[config.mk]
export PLATFORM = sky130hd
export DESIGN_NAME = ram_arbiter
export DESIGN_NICKNAME = d
export VERILOG_FILES = /design/src/rtl/ram_arbiter.sv
export SDC_FILE = /design/constraint.sdc
export NUM_CORES = 1
export LEC_CHECK = 0
export CAP_MARGIN = 0
export CORE_MARGIN = 4
export CORE_UTILIZATION = 39
export CTS_BUF_LIST = sky130_fd_sc_hd__clkbuf_2 sky130_fd_sc_hd__clkbuf_4 sky130_fd_sc_hd__clkbuf_8
export DETAILED_ROUTE_END_ITERATION = 6
export PLACE_DENSITY = 0.87
export SLEW_MARGIN = 20
export SYNTH_ARGS = -nofsm -noshare
export SYNTH_HDL_FRONTEND = slang
export SYNTH_SLANG_ARGS = --single-unit
[constraint.sdc]
create_clock -name clk -period 3.85 [get_ports clk]
set_input_delay 0.385 -clock clk [delete_from_list [all_inputs] [get_ports clk]]
set_output_delay 0.385 -clock clk [all_outputs]
set_load 0.03 [all_outputs]
[src/rtl/ram_arbiter.sv]
// ram_arbiter: shares one single-port data RAM between two bus masters.
// Master 0 is the DLX data port and master 1 is a secondary master such as
// a framebuffer fetcher or DMA engine. Single-word reads and writes are
// serialised, with round-robin fairness when both masters request at once.
// A read waits for ram_rdata_valid. If it does not arrive in time, the read
// is aborted and returned with an error flag.
//
// Ports
//   clk, reset         rising-edge clock, synchronous active-high reset
//   mX_req             request, held stable with addr/we/wdata until mX_gnt
//   mX_addr            byte address; the word address is taken from bits
//                      [RAM_ADDR_WIDTH+1:2]
//   mX_we, mX_wdata    write enable (0 = read) and write data
//   mX_gnt             one-cycle pulse in the cycle the command reaches the RAM
//   mX_rvalid          one-cycle pulse carrying mX_rdata / mX_rerr
//   mX_rdata, mX_rerr  read data, and a timeout flag (rdata is 0 on a timeout)
//   ram_addr/we/wdata  RAM command; ram_we is high only in the issue cycle
//   ram_rdata(_valid)  RAM read response, looked at only while awaiting a read
module ram_arbiter #(
  parameter int unsigned RAM_ADDR_WIDTH = 10,
  parameter int unsigned TIMEOUT        = 15
) (
  input  logic                      clk,
  input  logic                      reset,
  input  logic                      m0_req,
  input  logic [31:0]               m0_addr,
  input  logic                      m0_we,
  input  logic [31:0]               m0_wdata,
  output logic                      m0_gnt,
  output logic                      m0_rvalid,
  output logic [31:0]               m0_rdata,
  output logic                      m0_rerr,
  input  logic                      m1_req,
  input  logic [31:0]               m1_addr,
  input  logic                      m1_we,
  input  logic [31:0]               m1_wdata,
  output logic                      m1_gnt,
  output logic                      m1_rvalid,
  output logic [31:0]               m1_rdata,
  output logic                      m1_rerr,
  output logic [RAM_ADDR_WIDTH-1:0] ram_addr,
  output logic                      ram_we,
  output logic [31:0]               ram_wdata,
  input  logic [31:0]               ram_rdata,
  input  logic                      ram_rdata_valid
);

  // The counter must be able to hold the value TIMEOUT (TIMEOUT >= 1).
  localparam int unsigned CNT_W = $clog2(TIMEOUT + 1);

  typedef enum logic [1:0] {
    IDLE    = 2'd0,
    ISSUE   = 2'd1,
    WAIT_RD = 2'd2
  } state_t;

  state_t             state;
  logic               owner;     // 0 = master 0, 1 = master 1
  logic               rr_ptr;    // preferred master when both request
  logic [CNT_W-1:0]   cnt;
  logic               ram_we_q;

  logic               win_any;
  logic               win_sel;
  logic [31:0]        sel_addr;
  logic [31:0]        sel_wdata;
  logic               sel_we;
  logic               unused_addr;

  // Arbitration: a lone requester wins; on a tie, rr_ptr chooses.
  always_comb begin
    win_any = m0_req | m1_req;
    win_sel = 1'b0;
    if (m0_req && m1_req) begin
      win_sel = rr_ptr;
    end else if (m1_req) begin
      win_sel = 1'b1;
    end
    sel_addr  = win_sel ? m1_addr  : m0_addr;
    sel_wdata = win_sel ? m1_wdata : m0_wdata;
    sel_we    = win_sel ? m1_we    : m0_we;
  end

  // Byte-offset bits and address bits above the RAM range are not used.
  assign unused_addr = ^sel_addr;

  // Gate the registered write strobe with reset. A reset that lands on the
  // issue cycle of a write then stops the write from reaching the RAM.
  assign ram_we = ram_we_q & ~reset;

  // Arbiter FSM and all of its registered outputs.
  always_ff @(posedge clk) begin
    if (reset) begin
      state     <= IDLE;
      owner     <= 1'b0;
      rr_ptr    <= 1'b0;
      cnt       <= '0;
      ram_we_q  <= 1'b0;
      ram_addr  <= '0;
      ram_wdata <= '0;
      m0_gnt    <= 1'b0;
      m1_gnt    <= 1'b0;
      m0_rvalid <= 1'b0;
      m1_rvalid <= 1'b0;
      m0_rdata  <= '0;
      m1_rdata  <= '0;
      m0_rerr   <= 1'b0;
      m1_rerr   <= 1'b0;
    end else begin
      // Pulse outputs; read data is zero outside its rvalid cycle.
      m0_gnt    <= 1'b0;
      m1_gnt    <= 1'b0;
      m0_rvalid <= 1'b0;
      m1_rvalid <= 1'b0;
      m0_rdata  <= '0;
      m1_rdata  <= '0;
      m0_rerr   <= 1'b0;
      m1_rerr   <= 1'b0;

      case (state)
        IDLE: begin
          if (win_any) begin
            owner     <= win_sel;
            ram_addr  <= sel_addr[RAM_ADDR_WIDTH+1:2];
            ram_wdata <= sel_wdata;
            ram_we_q  <= sel_we;
            m0_gnt    <= ~win_sel;
            m1_gnt    <= win_sel;
            state     <= ISSUE;
          end
        end

        ISSUE: begin
          ram_we_q <= 1'b0;
          rr_ptr   <= ~owner;
          if (ram_we_q) begin
            state <= IDLE;
          end else begin
            cnt   <= '0;
            state <= WAIT_RD;
          end
        end

        WAIT_RD: begin
          if (ram_rdata_valid) begin
            m0_rvalid <= ~owner;
            m1_rvalid <= owner;
            if (owner) begin
              m1_rdata <= ram_rdata;
            end else begin
              m0_rdata <= ram_rdata;
            end
            state <= IDLE;
          end else if (cnt == CNT_W'(TIMEOUT)) begin
            // Abort the read: flag the error and return zero data.
            m0_rvalid <= ~owner;
            m1_rvalid <= owner;
            m0_rerr   <= ~owner;
            m1_rerr   <= owner;
            state     <= IDLE;
          end else begin
            cnt <= cnt + CNT_W'(1);
          end
        end

        default: begin
          state <= IDLE;
        end
      endcase
    end
  end

endmodule

# After elaboration in Yosys (flattened, before gate mapping)
# Cells that the tools add are included.
# word_totals
out_inout_bits,113
elab_cells,66
input_bits,167
ff_bits,121
# classes
eq_ne,8
bitwise_logic,9
muxes,20
add_sub_neg,1
n_reduce_logical,13
# ops
op,count
two-way mux 32 bit,1
two-way mux 12 bit,1
two-way mux 4 bit,3
two-way mux 1 bit,8
two-way mux 2 bit,4
!= test 2 bit (second input constant),4
one-hot mux 4 bit (2 select lines),1
OR reduction 4 bit,2
inverter 1 bit,7
one-hot mux 2 bit (3 select lines),1
AND reduction 2 bit,3
OR reduction 3 bit,2
adder 4 x 1 -> 4 bit (second input constant),1
== test 4 bit (second input constant),1
AND reduction 4 bit,1
nonzero test 2 bit,2
!= test 3 bit (second input constant),1
== test 2 x 1 -> 1 bit (second input constant),1
== test 2 bit (second input constant),1
zero test 2 bit,1
one-hot mux 1 bit (2 select lines),1
OR reduction 2 bit,1
bitwise AND 1 bit,1
logical AND 1 bit,1
OR 1 bit,1

# Longest topological paths before layout
# depth
depth_word,5
mapped_depth,7
ltp_nobuf,5

# Least setup slack after synthesis
# No wires, ideal clock.
# synth_timing
kind,input to output
start,input port reset
end,output port ram_we
arrival_time_ns,1.035
slack_ns,2.430
required_time_ns,3.465
path_buffers,1
path_stages,2
cell_sequence,buf_2 nor2b_1
# synth_between
elab_chain_cells,2
# synth_rtl
element,line_no,source
from (decl),24,"input logic reset,"
inverter 1 bit,89,assign ram_we = ram_we_q & ~reset;
bitwise AND 1 bit,89,
to (decl),42,"output logic ram_we,"
# No other way between the ends.

# Worst setup path after layout
# Same ends and word-level chain as after synthesis.

==> summary.txt <==
Die
  – Area of the core: 10300 um^2
  – Die Y: 111 um
  – Die area: 12300 um^2
  – Core Rows: 37
  – IO Count: 280
  – Initial core utilization: 40.0%
  – Die width: 111 um

Synth
  – Most frequent cell after synthesis: dfxtp_1
  – Yosys warns: 0
  – Area leader, netlist: dfxtp_1
  – Top-area cell type share of the netlist area: 58.7%
  – Unique cell type count in the Yosys netlist: 36
  – Syn_area_per_cell: 11.5 um^2
  – Fraction of registers with async set/reset: 0%
  – Post-synth top cells: dfxtp_1 (121), and2_1 (64), a21o_1 (30)
  – #FFs+latches synth: 121
  – Syn Nets: 527
  – Main area contributors after synthesis: dfxtp_1 (59%), and2_1 (9.7%), a22o_1 (6.2%)
  – Number of synthesized flops with an enable pin: 0
  – Sequential-to-total area share from yosys stat: 58.7%
  – Gate Count Post-Synth: 359
  – Synthesized area: 4130 um^2
  – Post-synth top flop: dfxtp_1

Status
  – Status: complete, no violations

Worst setup path
  – Reg-to-Reg Start: state[1]$_SDFFE_PP0P_
  – Crit path required time: 3460 ps
  – Worst-case reg-to-reg path depth: 4
  – Crit Path Class: primary input to primary output
  – CP arrival: 2160 ps
  – Crit Path Max Fanout: 13
  – FF-to-FF End: m1_rdata[12]$_SDFF_PP0_
  – Startpoint types: primary input
  – Crit end category: primary output
  – Worst R2R Setup Slack: 1850 ps

Pwr
  – Worst vdd ir: 0.000230 V
  – PD cells: 445 nW/um^2
  – Leakage: 2.99 nW

GRT
  – Met2 usage: 35.0%
  – Layer with the highest usage: met2
  – Gr ovfl total: 0
  – Gr usage total: 19.9%
  – Initial antenna violation count: 0
  – Vias in the first global route: 3766
  – Met3 usage: 8.73%
  – Met1 Resource Use GR: 20.2%
  – Largest net degree at the start of global routing: 39
  – First-pass GRT wire length: 19300 um

Hold path
  – Hold_sp: ram_wdata[8]$_SDFFE_PP0P_
  – Hold EP: ram_wdata[8]$_SDFFE_PP0P_
  – Depth of the worst hold-timing path: 2
  – Hold Path Class: register to register

Routing
  – Post-route DRC: 0
  – DR vias/cell: 4.78
  – DR pass1 iterations: 5
  – Vias: 3562
  – Routed len/inst: 16.5 um
  – Antenna viol nets, final: 0
  – Drt total wl: 12300 um
  – Initial DRC count: 115

Clock tree
  – CTS max path bufs: 2
  – Cts bufs inserted: 17
  – Clk_lat worst skew: 420 ps
  – Worst-path clk slew: 70 ps
  – CTS tree: yes
  – TritonCTS Sinks: 121
  – Hold buffers post-CTS: 0
  – Root Buffer: clkbuf_8
  – Post-cts sizing count: 0
  – Setup bufs post-CTS: 0
  – Number of H-tree levels: 4

STA
  – Period utilization: 66.0%
  – Fmax: 394 MHz
  – Clock period minus worst slack: 2540 ps
  – Worst Tran Pin Value: 909 ps
  – Clock Skew: 12.1 ps
  – RSZ-0062 raised after global routing: false
  – Max_slew headroom: 39.4%
  – Endpoints failing setup: 0
  – Setup tns final: 0 ps
  – Pins Over Slew Limit: 0
  – Final Hold Violating Endpoints: 0

Cells and area
  – Layout cells sized above 1: 10.5%
  – Sequential cell area: 2420 um^2
  – Area grow syn2layout: 69.5%
  – # diodes: 0
  – Fillers: 743
  – Multi-input logic area: 1540 um^2
  – Final core occ: 67.8%
  – Final #Nets: 764

Place
  – Hpwl dp: 9140 um
  – Port Buf Inserts: 235
  – Global placement routability congestion: 0.744

Run
  – Max_cap viols: 0
-- power breakdown --
group / leakage (nW) / internal (W) / switching [W]
logic: 1.78 / 0.000275 / 0.000247
clock network: 0.221 / 0.000712 / 0.000525
registers: 0.984 / 0.00131 / 0.0000412
-- metal layers --
layer  vias up  part of all wire, %
met5         -                    0
li1       1709                    -
met3        24                   12
met2       202                   49
met1      1627                   37
met4         0                  2.5
-- sequential cells by signal, indices dropped and copies added (netlist names), 2 cells and up --
| name | flops |
|---|---|
| state | 2 |
| cnt | 4 |
| ram_wdata | 32 |
| ram_addr | 10 |
| m1_rdata | 32 |
| m0_rdata | 32 |
-- cell type report --
| cell class | count | area share (%) |
|---|---|---|
| sequential | 121 | 34.6 |
| clock inverter | 11 | 2.27 |
| tap | 136 | 2.43 |
| multi-input combinational | 214 | 22.1 |
| timing repair buffer | 240 | 34.4 |
| inverter | 2 | 0.107 |
| clock buffer | 21 | 4.04 |
-- layout by cell type (no fill, tap or decap), types with 2 or more instances in the layout --
| cell type | count |
|---|---|
| clkdlybuf4s50_1 | 235 |
| dfxtp_1 | 121 |
| and2_1 | 64 |
| a21o_1 | 30 |
| a22o_1 | 29 |
| clkbuf_8 | 20 |
| mux2i_1 | 14 |
| nor2_1 | 11 |
| nand2_2 | 10 |
| o21ai_2 | 10 |
| nand2_1 | 7 |
| o21ai_1 | 5 |
| a21oi_1 | 4 |
| nor4_1 | 4 |
| inv_6 | 4 |
| buf_4 | 4 |
| nor2b_1 | 3 |
| and3_1 | 3 |
| clkinv_4 | 3 |
| bufinv_16 | 3 |
| inv_1 | 2 |
| nand3_1 | 2 |
| nor3_1 | 2 |
| o21ai_0 | 2 |
-- logic make-up (layout without fill, tap and decap cells) --
| kind of cell | count (synthesis) | count (layout) | synth area share [%] |
|---|---|---|---|
| AO/OA/AOI/OAI | 84 | 84 | 16.2 |
| buffers and inverters | 24 | 274 | 4.12 |
| adder cells (fa/ha/maj) | 1 | 1 | 0.303 |
| multiplexers | 14 | 14 | 3.39 |
| AND/OR/NAND/NOR | 115 | 115 | 17.2 |
| flip-flops | 121 | 121 | 58.7 |
-- critical path, stage by stage --
cell and delay (ps):
clkdlybuf4s50_1 760, nor2b_1 290, clkdlybuf4s50_1 720
-- per-stage QoR --
stage	hold slack (ps)	total power (W)	setup slack [ps]	std cells	cell area, um^2
floorplan	480	0.00163	2430	359	4130
global placement	438	0.00188	1240	712	6530
detailed placement	446	0.00190	1140	712	6530
CTS	458	0.00314	1280	744	6970
global route	468	0.00323	1180	745	7000
finish	454	0.00311	1310	745	7000
-- worst max path at each step --
stage | end | cells past startpoint | slack [ps] | start
global placement | ram_wdata[10]$_SDFFE_PP0P_ | 5 | 1240 | reset
global route | ram_we | 3 | 1180 | reset
floorplan | ram_we | 2 | 2430 | reset
finish | ram_we | 3 | 1310 | reset
CTS | ram_we | 3 | 1280 | reset
detailed placement | ram_wdata[9]$_SDFFE_PP0P_ | 5 | 1140 | reset
Power figures use the tool's default switching activity.
